==> src/rtl/io_bus_target_if.sv <==
`default_nettype none
// ============================================================================
//  Module      : io_bus_target_if
//  Description : CPU memory-stage bus signals seen by an IO-window responder.
//  Revision    : 1.0 - initial release
// ============================================================================
interface io_bus_target_if;
    logic [31:0] b_addr_i;
    logic [31:0] b_data_i;
    logic        b_read_i;
    logic        b_write_i;
    logic [31:0] b_data_o;
    logic        b_ack_o;

    modport master (
        output b_addr_i, b_data_i, b_read_i, b_write_i,
        input  b_data_o, b_ack_o
    );

    modport slave (
        input  b_addr_i, b_data_i, b_read_i, b_write_i,
        output b_data_o, b_ack_o
    );
endinterface
`default_nettype wire

==> src/rtl/io_bus_target.sv <==
`default_nettype none
// ============================================================================
//  Module      : io_bus_target
//  Description : IO-window bus responder with wait states, TX/RX word FIFOs
//                and a scratch register.
//  Revision    : 1.0 - initial release
// ============================================================================
module io_bus_target #(
    parameter logic [23:0] BASE_ADDR   = 24'h000000,
    parameter int          FIFO_DEPTH  = 8,
    parameter int          WAIT_CYCLES = 1
) (
    input  wire logic        clk,
    input  wire logic        rst,
    io_bus_target_if.slave   bus,
    output logic [31:0]      tx_data_o,
    output logic             tx_valid_o,
    input  wire logic        tx_ready_i,
    input  wire logic [31:0] rx_data_i,
    input  wire logic        rx_valid_i,
    output logic             rx_ready_o
);

    localparam int AW = $clog2(FIFO_DEPTH);
    localparam int CW = AW + 1;

    localparam logic [CW-1:0] c_depth     = CW'(FIFO_DEPTH);
    localparam logic [3:0]    c_wait_load = (WAIT_CYCLES == 0) ? 4'd0 : 4'(WAIT_CYCLES - 1);

    localparam logic [5:0] c_off_txdata  = 6'h00;
    localparam logic [5:0] c_off_rxdata  = 6'h01;
    localparam logic [5:0] c_off_status  = 6'h02;
    localparam logic [5:0] c_off_scratch = 6'h03;
    localparam logic [5:0] c_off_ctrl    = 6'h04;

    typedef enum logic [1:0] {
        ST_IDLE = 2'd0,
        ST_WAIT = 2'd1,
        ST_ACK  = 2'd2
    } state_t;

    state_t        r_state;
    logic [3:0]    r_wait_cnt;
    logic          r_ack;
    logic [31:0]   r_rdata;
    logic [31:0]   r_scratch;

    logic [31:0]   r_tx_mem [FIFO_DEPTH];
    logic [AW-1:0] r_tx_wr;
    logic [AW-1:0] r_tx_rd;
    logic [CW-1:0] r_tx_cnt;

    logic [31:0]   r_rx_mem [FIFO_DEPTH];
    logic [AW-1:0] r_rx_wr;
    logic [AW-1:0] r_rx_rd;
    logic [CW-1:0] r_rx_cnt;

    logic          w_req;
    logic          w_is_wr;
    logic [5:0]    w_off;
    logic          w_tx_full;
    logic          w_tx_empty;
    logic          w_rx_full;
    logic          w_rx_empty;
    logic          w_tx_stall;
    logic          w_go_ack;
    logic          w_tx_push;
    logic          w_tx_pop;
    logic          w_tx_flush;
    logic          w_rx_push;
    logic          w_rx_pop;
    logic          w_rx_flush;
    logic          w_scratch_we;
    logic [31:0]   w_rdata;
    logic [31:0]   w_status;
    logic          w_unused;

    // ------------------------------------------------------------------
    // Request decode (address and data are held stable until ack)
    // ------------------------------------------------------------------
    assign w_req   = (bus.b_read_i | bus.b_write_i) && (bus.b_addr_i[31:8] == BASE_ADDR);
    assign w_is_wr = bus.b_write_i;
    assign w_off   = bus.b_addr_i[7:2];
    assign w_unused = ^bus.b_addr_i[1:0];

    assign w_tx_full  = (r_tx_cnt == c_depth);
    assign w_tx_empty = (r_tx_cnt == '0);
    assign w_rx_full  = (r_rx_cnt == c_depth);
    assign w_rx_empty = (r_rx_cnt == '0);

    // Uses the registered full flag so a pop on this edge cannot release the stall early.
    assign w_tx_stall = w_is_wr && (w_off == c_off_txdata) && w_tx_full;

    always_comb begin
        w_go_ack = 1'b0;
        case (r_state)
            ST_IDLE: w_go_ack = w_req && (WAIT_CYCLES == 0) && !w_tx_stall;
            ST_WAIT: w_go_ack = (r_wait_cnt == 4'd0) && !w_tx_stall;
            default: w_go_ack = 1'b0;
        endcase
    end

    // Side effects commit only on the edge that enters ACK.
    assign w_tx_push    = w_go_ack &&  w_is_wr && (w_off == c_off_txdata) && !w_tx_full;
    assign w_rx_pop     = w_go_ack && !w_is_wr && (w_off == c_off_rxdata) && !w_rx_empty;
    assign w_scratch_we = w_go_ack &&  w_is_wr && (w_off == c_off_scratch);
    assign w_tx_flush   = w_go_ack &&  w_is_wr && (w_off == c_off_ctrl) && bus.b_data_i[0];
    assign w_rx_flush   = w_go_ack &&  w_is_wr && (w_off == c_off_ctrl) && bus.b_data_i[1];

    assign w_tx_pop  = tx_valid_o && tx_ready_i;
    assign w_rx_push = rx_valid_i && rx_ready_o;

    assign w_status = {8'h00, 8'(r_rx_cnt), 8'(r_tx_cnt),
                       4'h0, w_rx_full, w_rx_empty, w_tx_full, w_tx_empty};

    always_comb begin
        w_rdata = 32'h0;
        if (!w_is_wr) begin
            case (w_off)
                c_off_rxdata:  w_rdata = w_rx_empty ? 32'h0 : r_rx_mem[r_rx_rd];
                c_off_status:  w_rdata = w_status;
                c_off_scratch: w_rdata = r_scratch;
                default:       w_rdata = 32'h0;
            endcase
        end
    end

    // ------------------------------------------------------------------
    // Transaction FSM with registered ack and read data
    // ------------------------------------------------------------------
    always_ff @(posedge clk or posedge rst) begin
        if (rst) begin
            r_state    <= ST_IDLE;
            r_wait_cnt <= 4'd0;
            r_ack      <= 1'b0;
            r_rdata    <= 32'h0;
        end else begin
            r_ack   <= w_go_ack;
            r_rdata <= w_go_ack ? w_rdata : 32'h0;
            case (r_state)
                ST_IDLE: begin
                    if (w_go_ack) begin
                        r_state <= ST_ACK;
                    end else if (w_req) begin
                        r_state    <= ST_WAIT;
                        r_wait_cnt <= c_wait_load;
                    end
                end
                ST_WAIT: begin
                    if (w_go_ack) begin
                        r_state <= ST_ACK;
                    end else if (r_wait_cnt != 4'd0) begin
                        r_wait_cnt <= r_wait_cnt - 4'd1;
                    end
                end
                ST_ACK:  r_state <= ST_IDLE;
                default: r_state <= ST_IDLE;
            endcase
        end
    end

    assign bus.b_ack_o  = r_ack;
    assign bus.b_data_o = r_rdata;

    // ------------------------------------------------------------------
    // Scratch register
    // ------------------------------------------------------------------
    always_ff @(posedge clk or posedge rst) begin
        if (rst) begin
            r_scratch <= 32'h0;
        end else if (w_scratch_we) begin
            r_scratch <= bus.b_data_i;
        end
    end

    // ------------------------------------------------------------------
    // TX FIFO (CPU -> peripheral)
    // ------------------------------------------------------------------
    always_ff @(posedge clk) begin
        if (w_tx_push) begin
            r_tx_mem[r_tx_wr] <= bus.b_data_i;
        end
    end

    // Flush has priority over any push or pop on the same edge.
    always_ff @(posedge clk or posedge rst) begin
        if (rst) begin
            r_tx_wr  <= '0;
            r_tx_rd  <= '0;
            r_tx_cnt <= '0;
        end else if (w_tx_flush) begin
            r_tx_wr  <= '0;
            r_tx_rd  <= '0;
            r_tx_cnt <= '0;
        end else begin
            if (w_tx_push) begin
                r_tx_wr <= r_tx_wr + 1'b1;
            end
            if (w_tx_pop) begin
                r_tx_rd <= r_tx_rd + 1'b1;
            end
            case ({w_tx_push, w_tx_pop})
                2'b10:   r_tx_cnt <= r_tx_cnt + 1'b1;
                2'b01:   r_tx_cnt <= r_tx_cnt - 1'b1;
                default: r_tx_cnt <= r_tx_cnt;
            endcase
        end
    end

    assign tx_valid_o = !w_tx_empty;
    assign tx_data_o  = w_tx_empty ? 32'h0 : r_tx_mem[r_tx_rd];

    // ------------------------------------------------------------------
    // RX FIFO (peripheral -> CPU)
    // ------------------------------------------------------------------
    always_ff @(posedge clk) begin
        if (w_rx_push) begin
            r_rx_mem[r_rx_wr] <= rx_data_i;
        end
    end

    always_ff @(posedge clk or posedge rst) begin
        if (rst) begin
            r_rx_wr  <= '0;
            r_rx_rd  <= '0;
            r_rx_cnt <= '0;
        end else if (w_rx_flush) begin
            r_rx_wr  <= '0;
            r_rx_rd  <= '0;
            r_rx_cnt <= '0;
        end else begin
            if (w_rx_push) begin
                r_rx_wr <= r_rx_wr + 1'b1;
            end
            if (w_rx_pop) begin
                r_rx_rd <= r_rx_rd + 1'b1;
            end
            case ({w_rx_push, w_rx_pop})
                2'b10:   r_rx_cnt <= r_rx_cnt + 1'b1;
                2'b01:   r_rx_cnt <= r_rx_cnt - 1'b1;
                default: r_rx_cnt <= r_rx_cnt;
            endcase
        end
    end

    assign rx_ready_o = !w_rx_full;

endmodule
`default_nettype wire

==> src/flat_wrapper.sv <==
// flat-port wrapper written by rule: the top's interface ports become plain ports
module io_bus_target_flat 
#(
    parameter logic [23:0] BASE_ADDR   = 24'h000000,
    parameter int          FIFO_DEPTH  = 8,
    parameter int          WAIT_CYCLES = 1
)
  (clk, rst, tx_data_o, tx_valid_o, tx_ready_i, rx_data_i, rx_valid_i, rx_ready_o, bus_b_addr_i, bus_b_data_i, bus_b_read_i, bus_b_write_i, bus_b_data_o, bus_b_ack_o);
  io_bus_target_if bus_i ();
  input  wire logic clk;
  input  wire logic rst;
  output logic [31:0] tx_data_o;
  output logic tx_valid_o;
  input  wire logic tx_ready_i;
  input  wire logic [31:0] rx_data_i;
  input  wire logic rx_valid_i;
  output logic rx_ready_o;
  input wire logic [$bits(bus_i.b_addr_i)-1:0] bus_b_addr_i;
  input wire logic [$bits(bus_i.b_data_i)-1:0] bus_b_data_i;
  input wire logic [$bits(bus_i.b_read_i)-1:0] bus_b_read_i;
  input wire logic [$bits(bus_i.b_write_i)-1:0] bus_b_write_i;
  output wire logic [$bits(bus_i.b_data_o)-1:0] bus_b_data_o;
  output wire logic [$bits(bus_i.b_ack_o)-1:0] bus_b_ack_o;
  assign bus_i.b_addr_i = bus_b_addr_i;
  assign bus_i.b_data_i = bus_b_data_i;
  assign bus_i.b_read_i = bus_b_read_i;
  assign bus_i.b_write_i = bus_b_write_i;
  assign bus_b_data_o = bus_i.b_data_o;
  assign bus_b_ack_o = bus_i.b_ack_o;
  io_bus_target #(.BASE_ADDR(BASE_ADDR), .FIFO_DEPTH(FIFO_DEPTH), .WAIT_CYCLES(WAIT_CYCLES)) u_core (.clk(clk), .rst(rst), .bus(bus_i), .tx_data_o(tx_data_o), .tx_valid_o(tx_valid_o), .tx_ready_i(tx_ready_i), .rx_data_i(rx_data_i), .rx_valid_i(rx_valid_i), .rx_ready_o(rx_ready_o));
endmodule
==> config.mk <==
export PLATFORM = sky130hd
export DESIGN_NAME = io_bus_target_flat
export DESIGN_NICKNAME = d
export VERILOG_FILES = /design/src/rtl/io_bus_target_if.sv /design/src/rtl/io_bus_target.sv /design/src/flat_wrapper.sv
export SDC_FILE = /design/constraint.sdc
export NUM_CORES = 1
export LEC_CHECK = 0
export CELL_PAD_IN_SITES_DETAIL_PLACEMENT = 0
export CELL_PAD_IN_SITES_GLOBAL_PLACEMENT = 1
export CORE_MARGIN = 5
export CORE_UTILIZATION = 55
export DETAILED_ROUTE_END_ITERATION = 12
export PLACE_DENSITY_LB_ADDON = 0.1
export RECOVER_POWER = 50
export SETUP_SLACK_MARGIN = 0.5
export SKIP_LAST_GASP = 1
export SLEW_MARGIN = 20
export SYNTH_ARGS = -nofsm -noshare
export SYNTH_HDL_FRONTEND = slang
export SYNTH_SLANG_ARGS = --single-unit
export TNS_END_PERCENT = 1
==> constraint.sdc <==
create_clock -name clk -period 8.2 [get_ports clk]
set_clock_uncertainty 0.2 [all_clocks]
set_input_delay 2.46 -clock clk [delete_from_list [all_inputs] [get_ports clk]]
set_output_delay 2.46 -clock clk [all_outputs]
set_load 0.02 [all_outputs]
# [Word level (Yosys, flattened, before mapping)]
# Memories as Yosys holds them, arrays and structs flattened.
# Cells that the tools add are included.
# Widths: inputs -> output; s select.
[op_classes] mux=31 bitwise=1 n_reduce_logical=38 eq_ne=17 n_addsub=9
[ops] operator="$mux 32" n=4
[ops] operator="$pmux 32 s3" n=1
[ops] operator="$logic_not 24->1" n=1
[ops] operator="$mux 3" n=8
[ops] operator="$mux 4" n=6
[ops] operator="$pmux 4 s2" n=3
[ops] operator="$logic_and 1x1->1" n=16
[ops] operator="$add 3x1->3 const B" n=4
[ops] operator="$eq 6x2->1 const B" n=2
[ops] operator="$logic_not 4->1" n=3
[ops] operator="$sub 4x1->4 const B" n=3
[ops] operator="$reduce_bool 2->1" n=5
[ops] operator="$add 4x1->4 const B" n=2
[ops] operator="$eq 4x4->1 const B" n=2
[ops] operator="$eq 2x1->1 const B" n=3
[ops] operator="$eq 6x1->1 const B" n=1
[ops] operator="$eq 6x3->1 const B" n=1
[ops] operator="$logic_not 1->1" n=6
[ops] operator="$logic_not 6->1" n=1
[ops] operator="$mux 2" n=3
[ops] operator="$ne 2x1->1 const B" n=3
[ops] operator="$reduce_bool 3->1" n=2
[ops] operator="$mux 1" n=5
[ops] operator="$reduce_and 5->1" n=1
[ops] operator="8 further kinds" n=10
[word_totals] ramBits=512 mem_count=2 ff_bits=91 out_inout_bits=67 in_bits=102
[mem_list] memory="u_core.r_rx_mem" words=8 word_bits=32 rd=1 rd_clocked_by_memory_dff=0 write_ports=1 line="io_bus_target.sv:53" rtl="logic [31:0] r_rx_mem [FIFO_DEPTH];"
[mem_list] memory="u_core.r_tx_mem" words=8 word_bits=32 rd=1 rd_clocked_by_memory_dff=0 write_ports=1 line="io_bus_target.sv:48" rtl="logic [31:0] r_tx_mem [FIFO_DEPTH];"

# [Longest topological paths before layout]
[depth] ltp_word=12 ltp_mapped=15 ltp_nobuf=13

# [Least setup slack after synthesis]
# No wires, ideal clock.
[synth_timing] path_kind="input-to-reg" start="input bus_b_addr_i[2]" end="memory u_core.r_tx_mem[0][0] (enable)" path_stages=5 required_ns=7.499 t_arrival_ns=6.491 path_slack_ns=1.008 setup_ns=0.501 cell_sequence="buf_2 -> nor3b_1 -> and2_1 -> nand2_2 -> nor4_1"
[synth_via] elab_chain_cells=11
[synth_rtl] element="from (decl)" line="flat_wrapper.sv:18" rtl="input wire logic [$bits(bus_i.b_addr_i)-1:0] bus_b_addr_i;"
[synth_rtl] element="$logic_not 6->1 *" line="io_bus_target.sv:92, io_bus_target.sv:104"
[synth_rtl] element="$logic_and 1x1->1 (2 in a row)" line="io_bus_target.sv:92" rtl="assign w_tx_stall = w_is_wr && (w_off == c_off_txdata) && w_tx_full;"
[synth_rtl] element="$logic_not 1->1"
[synth_rtl] element="$logic_and 1x1->1" line="io_bus_target.sv:98" rtl="ST_WAIT: w_go_ack = (r_wait_cnt == 4'd0) && !w_tx_stall;"
[synth_rtl] element="$mux 1" line="io_bus_target.sv:96" rtl="case (r_state)"
[synth_rtl] element="$logic_and 1x1->1" line="io_bus_target.sv:104" rtl="assign w_tx_push = w_go_ack && w_is_wr && (w_off == c_off_txdata) && !w_tx_full;"
[synth_rtl] element="$logic_and 1x1->1 * (2 in a row)" line="io_bus_target.sv:104"
[synth_rtl] element="$mux 1 *" line="io_bus_target.sv:180" rtl="if (w_tx_push) begin"
[synth_rtl] element="$mux 1 (implied by the code) *" line="io_bus_target.sv:181" rtl="r_tx_mem[r_tx_wr] <= bus.b_data_i;"
[synth_rtl] element="to (decl)" line="io_bus_target.sv:48"
# Every way passes the cells marked *; elsewhere a longest branch is shown, timed or not.

# [Worst setup path in the final report]
[layout_timing] start="register u_core.r_tx_rd[0]" end="output tx_data_o[7]"
[layout_via] elab_chain_cells=2
[layout_rtl] element="from (decl)" line="io_bus_target.sv:50" rtl="logic [AW-1:0] r_tx_rd;"
[layout_rtl] element="from (signal assigned)" line="io_bus_target.sv:200" rtl="r_tx_rd <= r_tx_rd + 1'b1;"
[layout_rtl] element="$mem_v2 8x32"
[layout_rtl] element="$mux 32" line="io_bus_target.sv:211" rtl="assign tx_data_o = w_tx_empty ? 32'h0 : r_tx_mem[r_tx_rd];"
[layout_rtl] element="to (decl)" line="flat_wrapper.sv:12" rtl="output logic [31:0] tx_data_o;"
# Every way passes these cells.

==> run metrics <==
core area 42100 um^2; antenna viol nets, final 0; H-tree levels 2; Starting DRT DRC Count between 700 and 800; setup bufs post-CTS 0; CTS root buf clkbuf_16; Die W roughly 220 um; final global-route overflow total 0; Initial DRT Pass Iterations 5; Crit-path slowest cell dfrtp_4; Slew HR -62.4%; CP endpoint kind output port; Post-synth ARST share 15.1%; Finished Layout Cells 1927; fin crit share 75.4%; vias in the first global route roughly 12000; Slew Viols, Final 70; Max VDD drop 0.191 mV; crit path launch u_core.r_tx_rd[0]; share of layout cells above drive strength 1 22.4%; min-delay worst type reg2reg; Synth Register Bits 603; RR Startpoint u_core.r_rx_cnt[1]; Logic pwr share 5.7%; failing checks max-capacitance violations, max-slew violations; total die area 47100 um^2; Clock Pin Slew Worst Setup and Hold Paths 60 ps; initial core utilization ~56%; CP arrival 3520 ps; Mapped Nets 1255; RSZ-0062 raised after global routing false; GP Congestion about 0.77; count leader, synth edfxtp_1; fin nets 1451; Reg power frac 53.9%; Post-synth top cells edfxtp_1 (512), mux4_2 (128), dfrtp_1 (91); total power 6.65 mW; Synth Cell Area 23600 um^2; Syn Inst Count 1141; Sw Share 20.9%; Post-CTS Resized 0; Cell Pwr Density between 200 and 250 nW/um^2; Clock Tree Buf Depth 3; internal power 5.26 mW; first-pass GRT wire length 72.6 mm; clock network fraction of total power 40.4%; hold slack 305 ps; Final Hold Viols 0; drt via density 5.88; DP HPWL 28.5 mm; required time worst endpoint ~5500 ps; Sink Count 603; largest family of logic cells by synthesized area multiplexers; routed vias about 11000; startpoint types flip-flop; Synth Area in Simple Gates between 3 and 4%; Tot GR Track Use 20.4%; Max Fclk 0.162 GHz; boundary pin count 169; CTS buffer count 58; Die Ht ~220 um; Synth Area in Adders less than 1%; Layout area overhead 18.4%; most used flip-flop cell after synthesis edfxtp_1; Inst Count DP 1816; Placed Area approximately 26000 um^2; Port Buf Inserts 166; Hold Startpoint u_core.r_scratch[15]; Seq/Total Area, Yosys 74.9%; Avg Cell Area, Syn 20.7 um^2; Leak between 9 and 10 nW; top-area cell type share of the netlist area 65.2%; multiplexer area fraction after synthesis 17.6%; worst-margin pin slew around 2400 ps; slowest stage delay, CP 1080 ps; Synth Warn # 0; outcome finished, violations left; endpoints failing setup 0; crit path cell chain buf_4 -> mux4_2 -> mux2i_1 -> nor2_1 -> clkdlybuf4s50_1; setup TNS 0 ps; # DRC 0; WL/cell between 20 and 25 um; Final Cell Area 27900 um^2; largest net degree at the start of global routing 65; EDFF count, synth 512; CTS tree yes; critical path fanouts, max slightly below 50; final WL approximately 47 mm; min Tclk post-route 6180 ps; CP Class reg2out; hold_buf cts 0; library cells used by synthesis 54; initial antenna violation count 10; xor and xnor area share after synthesis less than 1%; top post-synthesis cells by area edfxtp_1 (65%), mux4_2 (12%), dfrtp_1 (9.7%); Setup WS pre-CTS 1730 ps; final setup margin 2020 ps; area leader, netlist edfxtp_1; Synth Area in Compound Gates 1.97%; Sw Pwr between 1 and 1.5 mW; Worst-Skew Late Latency about 600 ps; final core occ 66.2%; FP Rows between 70 and 80; max-cap violations 2
==> metal layers <==
metal	vias to the layer above	global-route usage, %	wire length [um]
li1	5054	-	-
met1	5917	28.8	20200
met2	268	33.4	23500
met3	85	3.84	2420
met4	14	5.71	1100
met5	-	0	85
==> final cells by class <==
type	count	area [um^2]
Antenna cell	2	5.00
Clock buffer	83	1670
Clock inverter	26	287
Fill cell	2764	14200
Inverter	7	27.5
Multi-Input combinational cell	473	5720
Sequential cell	603	17700
Tap cell	539	674
Timing Repair Buffer	194	1870
==> worst paths after layout <==
kind,to,slack (ps),cells past startpoint
max,tx_data_o[7],2020,5
min,u_core.bus.b_data_o[15],300,1
max reg2reg,u_core.r_rx_mem[3][15],4680,4
min reg2reg,u_core.bus.b_data_o[15],300,1
max in group asynchronous,u_core.r_tx_rd[0],3830,3
min in group asynchronous,u_core.bus.b_data_o[23],2490,2
==> state kept, by name, summed over array words and instances, names as in the netlist <==
register and flops:
u_core.r_state 2, u_core.bus.b_data_o 32, u_core.r_rx_cnt 4, u_core.r_tx_mem 256, u_core.r_rx_wr 3, u_core.r_tx_cnt 4, u_core.r_tx_wr 3, u_core.r_rx_mem 256
u_core.r_wait_cnt 4, u_core.bus.b_ack_o 1, u_core.r_rx_rd 3, u_core.r_tx_rd 3, u_core.r_scratch 32
==> layout by cell type (no fill, tap or decap), types with 7 or more instances in the layout <==
master           instances
edfxtp_1               512
mux4_2                 128
clkdlybuf4s50_1         99
dfrtp_1                 85
mux2i_1                 79
dlygate4sd3_1           67
clkbuf_16               59
nor2_1                  47
mux2_4                  30
buf_4                   27
o2bb2ai_1               20
nand2_1                 17
clkbuf_1                15
a21oi_1                 14
clkinv_2                14
o22ai_1                 13
ha_1                    12
nand3_1                 11
xor2_1                  11
clkbuf_8                10
nor3_2                   8
o21ai_0                  8
nand2b_1                 7
nor4_1                   7
==> cells by family (layout without fill, tap and decap cells) <==
logic type               after synthesis  in the layout
AO/OA/AOI/OAI                         67             67
XOR/XNOR                              12             12
adder cells (fa/ha/maj)               12             12
buffers and inverters                 65            310
flip-flops                           603            603
multiplexers                         239            239
other                                  0              2
AND/OR/NAND/NOR                      143            143
==> power by group through the flow <==
stage	Clock (mW)	Sequential [mW]	Combinational, mW
final	2.69	3.59	0.379
after global routing	2.88	3.60	0.414
after CTS	2.74	3.59	0.396
after detailed placement	0	3.65	0.395
after global placement	0	3.64	0.386
after floorplan	0	3.63	0.203
==> critical path: cells and delay by family, from the launching register on <==
family,cells,cell delay [ps]
AND/OR/NAND/NOR,1,60
flip-flops,1,1080
buffers and inverters,2,1030
multiplexers,2,730
(Power assumes the default switching activity.)
